## src/rtl/rt_cnt_sched.sv

```systemverilog
// rt_cnt_sched: round-robin arbiter that time-shares one external loadable
// down-counter among NUM_CH timeout requesters.
module rt_cnt_sched #(
    parameter int NUM_CH = 4,
    parameter int CNT_W  = 32
) (
    input  logic                    rt_i_clk,
    input  logic                    rt_i_rst,
    input  logic [NUM_CH-1:0]       rt_i_req,
    input  logic [NUM_CH*CNT_W-1:0] rt_i_dly,
    input  logic [NUM_CH-1:0]       rt_i_cancel,
    output logic [NUM_CH-1:0]       rt_o_gnt,
    output logic                    rt_o_busy,
    output logic [NUM_CH-1:0]       rt_o_done,
    output logic                    rt_o_cnt_rst,
    output logic                    rt_o_cnt_set,
    output logic                    rt_o_cnt_ce,
    output logic                    rt_o_cnt_inc_n,
    output logic [CNT_W-1:0]        rt_o_cnt_ld_val,
    input  logic                    rt_i_cnt_eqnz
);

    localparam int PTR_W = (NUM_CH > 1) ? $clog2(NUM_CH) : 1;

    typedef enum logic [1:0] {
        S_IDLE,
        S_LOAD,
        S_RUN,
        S_DONE
    } state_e;

    state_e            state_q, state_d;
    logic [PTR_W-1:0]  ptr_q, ptr_d;
    logic [NUM_CH-1:0] gnt_q, gnt_d;
    logic [NUM_CH-1:0] done_q, done_d;
    logic [CNT_W-1:0]  dly_q, dly_d;

    logic              found;
    logic [PTR_W-1:0]  win_idx;
    logic [PTR_W-1:0]  cand;
    logic              active;
    logic              cancel_hit;
    logic              abort;

    // First requester at or above the pointer, wrapping past NUM_CH-1.
    always_comb begin
        found   = 1'b0;
        win_idx = '0;
        cand    = '0;
        for (int i = 0; i < NUM_CH; i++) begin
            cand = PTR_W'((int'(ptr_q) + i) % NUM_CH);
            if (!found && rt_i_req[cand]) begin
                found   = 1'b1;
                win_idx = cand;
            end
        end
    end

    assign active     = (state_q == S_LOAD) || (state_q == S_RUN);
    assign cancel_hit = |(rt_i_cancel & gnt_q);
    assign abort      = active && cancel_hit;

    always_comb begin
        state_d = state_q;
        ptr_d   = ptr_q;
        gnt_d   = gnt_q;
        done_d  = '0;
        dly_d   = dly_q;
        unique case (state_q)
            S_IDLE: begin
                if (found) begin
                    gnt_d   = NUM_CH'(1) << win_idx;
                    dly_d   = rt_i_dly[int'(win_idx)*CNT_W +: CNT_W];
                    ptr_d   = (int'(win_idx) == NUM_CH - 1)
                            ? '0 : win_idx + PTR_W'(1);
                    state_d = S_LOAD;
                end
            end
            S_LOAD: begin
                if (abort) begin
                    gnt_d   = '0;
                    state_d = S_IDLE;
                end else begin
                    state_d = S_RUN;
                end
            end
            S_RUN: begin
                if (abort) begin
                    gnt_d   = '0;
                    state_d = S_IDLE;
                end else if (!rt_i_cnt_eqnz) begin
                    done_d  = gnt_q;
                    state_d = S_DONE;
                end
            end
            S_DONE: begin
                gnt_d   = '0;
                state_d = S_IDLE;
            end
            default: begin
                gnt_d   = '0;
                state_d = S_IDLE;
            end
        endcase
    end

    always_ff @(posedge rt_i_clk) begin
        if (rt_i_rst) begin
            state_q <= S_IDLE;
            ptr_q   <= '0;
            gnt_q   <= '0;
            done_q  <= '0;
            dly_q   <= '0;
        end else begin
            state_q <= state_d;
            ptr_q   <= ptr_d;
            gnt_q   <= gnt_d;
            done_q  <= done_d;
            dly_q   <= dly_d;
        end
    end

    // Abort clears the counter, so set/ce are held off in that cycle.
    assign rt_o_gnt        = gnt_q;
    assign rt_o_done       = done_q;
    assign rt_o_busy       = (state_q != S_IDLE);
    assign rt_o_cnt_rst    = rt_i_rst || abort;
    assign rt_o_cnt_set    = (state_q == S_LOAD) && !abort && !rt_i_rst;
    assign rt_o_cnt_ce     = (state_q == S_RUN) && rt_i_cnt_eqnz
                           && !abort && !rt_i_rst;
    assign rt_o_cnt_inc_n  = 1'b1;
    assign rt_o_cnt_ld_val = dly_q;

    a_set_ce_excl: assert property (
        @(posedge rt_i_clk) disable iff (rt_i_rst)
        !(rt_o_cnt_set && rt_o_cnt_ce));

    a_rst_excl: assert property (
        @(posedge rt_i_clk) disable iff (rt_i_rst)
        !(rt_o_cnt_rst && (rt_o_cnt_set || rt_o_cnt_ce)));

    a_gnt_onehot: assert property (
        @(posedge rt_i_clk) disable iff (rt_i_rst)
        $onehot0(rt_o_gnt));

    a_done_owner: assert property (
        @(posedge rt_i_clk) disable iff (rt_i_rst)
        (rt_o_done & ~rt_o_gnt) == '0);

    a_no_dec_zero: assert property (
        @(posedge rt_i_clk) disable iff (rt_i_rst)
        rt_o_cnt_ce |-> rt_i_cnt_eqnz);

endmodule
```

## config.mk

```make
export PLATFORM = sky130hd
export DESIGN_NAME = rt_cnt_sched
export DESIGN_NICKNAME = d
export VERILOG_FILES = /design/src/rtl/rt_cnt_sched.sv
export SDC_FILE = /design/constraint.sdc
export NUM_CORES = 1
export LEC_CHECK = 0
export CORE_ASPECT_RATIO = 1.75
export CORE_MARGIN = 2
export CORE_UTILIZATION = 34
export DETAILED_ROUTE_END_ITERATION = 6
export PLACE_DENSITY = 0.81
export SLEW_MARGIN = 5
export SYNTH_ARGS = -nofsm -noshare
export SYNTH_HDL_FRONTEND = slang
export SYNTH_SLANG_ARGS = --single-unit
```

## constraint.sdc

```tcl
create_clock -name rt_i_clk -period 2.2 [get_ports rt_i_clk]
set_clock_uncertainty 0.15 [all_clocks]
set_input_delay 0.33 -clock rt_i_clk [delete_from_list [all_inputs] [get_ports rt_i_clk]]
set_output_delay 0.33 -clock rt_i_clk [all_outputs]
set_load 0.05 [all_outputs]
```

==> load_flow_metrics.sql <==
INSERT INTO impl_metrics (metric_group, metric, value, unit) VALUES
('outcome', 'run_status', 'completed', ''),
('drt', 'detail_route.vias_per_cell', '5.33', ''),
('yosys', 'synthDistinctLibCells', '31', ''),
('finish', 'insertedDiodeCount', '0', ''),
('drt', 'detail_route.first_pass.iterations', '4', ''),
('grt', 'global_route.overflow_total', '0', ''),
('grt', 'groute.usage.overall', '22.5', '%'),
('power_and_ir_drop', 'share_clk_of_total_power', '20.4', '%'),
('grt', 'grt_pass1_vias', '2976', ''),
('finish', 'finish.instance_area', '4780', 'µm²'),
('grt', 'antenna_found_initial', '0', ''),
('finish', 'final_common_cell', 'clkdlybuf4s50_1', ''),
('placed_design', 'port_buf_inserts', '182', ''),
('power_and_ir_drop', 'power_density', '777', 'nW/µm²'),
('clocking', 'clockRootBuffer', 'clkbuf_16', ''),
('power_and_ir_drop', 'p_leak', '1.87', 'nW'),
('die', 'core_area', '6910', 'µm²'),
('drt', 'drt_iter0_markers', '49', ''),
('placed_design', 'gp_congestion', '0.864', ''),
('placed_design', 'dp.cells', '532', ''),
('yosys', 'syn_nets', '401', ''),
('clocking', 'clkLatencyLatePin', '0.28', 'ns'),
('worst_setup_path', 'crit_type', 'register to output pin', ''),
('yosys', 'netlist_instances', '257', ''),
('worst_setup_path', 'timing.critical_path.fanout_max', '4', ''),
('worst_setup_path', 'endpoint_kind', 'output pin', ''),
('drt', 'drt.antenna.violating_nets', '0', ''),
('yosys', 'ys_seq_elements', '44', ''),
('yosys', 'synth_edf_count', '0', ''),
('worst_hold_path', 'hold_path_class', 'register to register', ''),
('finish', 'synthToLayoutAreaGrowth', '95.5', '%'),
('worst_setup_path', 'worstPathRequired', '1.72', 'ns'),
('sta', 'max-slew-margin-rel', '63.4', '%'),
('die', 'core.rowCount', '40', ''),
('finish', 'finalNetCount', '600', ''),
('clocking', 'worst_setup_hold_path_clk_slew', '0.06', 'ns'),
('power_and_ir_drop', 'p_sw', '1.44', 'mW'),
('drt', 'dr_total_vias', '2881', ''),
('die', 'initial_core_util', '35.4', '%'),
('finish', 'layout.filler_cells', '565', ''),
('die', 'die_h', '116', 'µm'),
('die', 'i_o_pin_total', '184', ''),
('power_and_ir_drop', 'p_comb_share', '51.3', '%'),
('worst_setup_path', 'slowest_cell_on_the_critical_path', 'dfxtp_4', ''),
('finish', 'finalCoreUtilization', '69.2', '%'),
('power_and_ir_drop', 'power_report.internal_total', '2.27', 'mW'),
('drt', 'remaining_design_rule_violation_count', '0', ''),
('yosys', 'asyncSetResetFlopFracSynth', '0', '%'),
('worst_setup_path', 'critical_path_data_arrival_time', '1.66', 'ns'),
('clocking', 'tritoncts_clock_tree', 'built', ''),
('worst_setup_path', 'setup.worst_path.start_class', 'register', ''),
('yosys', 'syn_avg_cell_area', '9.51', 'µm²'),
('finish', 'footprint_of_the_multi_input_gates', '1490', 'µm²'),
('yosys', 'yosysSeqAreaShare', '36.0', '%'),
('drt', 'wl_per_cell', '16.6', 'µm'),
('sta', 'min_period_over_period', '97.4', '%'),
('die', 'floorplan.die.width', '68.1', 'µm'),
('worst_setup_path', 'path_cells', 'inv_4, ha_4, a21bo_2, nor2b_4, and2_1, buf_12', ''),
('sta', 'tightest_slew', '0.547', 'ns'),
('finish', 'instances_no_fill', '541', ''),
('die', 'die_area', '7910', 'µm²'),
('worst_setup_path', 'crit_path_max_incr_delay', '0.36', 'ns'),
('sta', 'finalSetupViolations', '0', ''),
('sta', 'final_period_minus_worst_setup_slack', '2.14', 'ns'),
('yosys', 'synth_flop_cell', 'dfxtp_1', ''),
('finish', 'flip_flop_and_latch_area', '886', 'µm²'),
('drt', 'postRouteWirelength', '8.99', 'mm'),
('placed_design', 'placement.cell_area', '4570', 'µm²'),
('clocking', 'tritoncts_num_sinks', '44', ''),
('yosys', 'netlist_area', '2440', 'µm²'),
('yosys', 'yosysWarningCount', '0', '');
==> synthesized netlist by cell type, drive strengths merged (2+ instances only) <==
cell / instances / area (µm²)
a211oi: 2 / 15.0
or4: 2 / 15.0
buf: 12 / 75.1
a32oi: 2 / 17.5
nor3: 2 / 10.0
nor2: 6 / 22.5
dfxtp: 44 / 881
a21oi: 8 / 40.0
a22oi: 2 / 15.0
and3: 2 / 12.5
nand2: 39 / 146
inv: 8 / 30.0
ha: 5 / 62.6
o221ai: 32 / 280
clkbuf: 7 / 26.3
mux2i: 66 / 661
and2: 5 / 31.3
==> final timing paths <==
kind	startpoint	to	cells past startpoint
setup / recovery	state_q[0]	rt_o_cnt_set	6
hold / removal	rt_o_cnt_ld_val[26]	rt_o_cnt_ld_val[26]	2
setup reg to reg	ptr_q[1]	rt_o_cnt_ld_val[19]	7
hold reg to reg	rt_o_cnt_ld_val[26]	rt_o_cnt_ld_val[26]	2
==> flip-flops by register name, summed over array words and instances (netlist names) <==
signal,count
ptr_q,2
rt_o_gnt,4
rt_o_cnt_ld_val,32
rt_o_done,4
state_q,2
==> per-layer routing <==
layer	GRT usage [%]	share of wire, %	wire, µm
met3	6.36	7.0	625
met4	12.1	3.8	343
met2	43.9	58	5220
met1	19.5	31	2800
met5	0	0	0
==> logic make-up (layout without fill, tap and decap cells) <==
| family | Yosys count | after routing | share of synthesized area, % |
|---|---|---|---|
| multiplexers | 66 | 66 | 27.0 |
| AND/OR/NAND/NOR | 62 | 62 | 11.7 |
| AO/OA/AOI/OAI | 52 | 53 | 17.2 |
| flip-flops | 44 | 44 | 36.0 |
| buffers and inverters | 27 | 226 | 5.38 |
| adder cells (fa/ha/maj) | 5 | 5 | 2.56 |
| other | 1 | 1 | 0.153 |
==> area by class of cell <==
| cell class | instances | share of cell area (%) |
|---|---|---|
| timing repair buffer | 210 | 44.2 |
| multi-input combinational | 187 | 31.2 |
| sequential | 44 | 18.5 |
| clock buffer | 6 | 2.91 |
| tap | 84 | 2.20 |
| inverter | 8 | 0.733 |
| clock inverter | 2 | 0.210 |
==> per-stage QoR <==
stage | worst slack (ns) | power (mW) | hold WS [ns] | setup TNS [ns]
detailed placement | -0.161 | 2.94 | 0.300 | -3.35
global placement | -0.115 | 2.90 | 0.294 | -1.92
global route | -0.00598 | 3.86 | 0.337 | -0.00727
CTS | 0.000448 | 3.71 | 0.315 | 0
floorplan | 0.0906 | 2.13 | 0.341 | 0
finish | 0.0574 | 3.71 | 0.314 | 0
==> power groups by stage <==
stage | clock, mW | combinational [mW] | sequential (mW)
6_report | 0.759 | 1.90 | 1.05
5_1_grt | 0.787 | 2.00 | 1.07
4_1_cts | 0.766 | 1.90 | 1.04
3_5_place_dp | 0 | 1.88 | 1.06
3_3_place_gp | 0 | 1.86 | 1.05
2_1_floorplan | 0 | 0.617 | 1.52
==> what timing repair did <==
action	4_1_cts	5_1_grt
buffers inserted	0	0
gates cloned	0	1
hold buffers	0	0
resized for setup	6	9
setup endpoints to repair	3	9
pin swaps	0	1
==> critical path, delay by kind of cell, from the launching register on <==
| kind | cells | cell delay [ns] |
|---|---|---|
| flops | 1 | 0.36 |
| simple gates | 2 | 0.31 |
| fa+ha+maj | 1 | 0.26 |
| compound gates | 1 | 0.23 |
| buf+inv | 2 | 0.20 |
(Power assumes the default switching activity.)
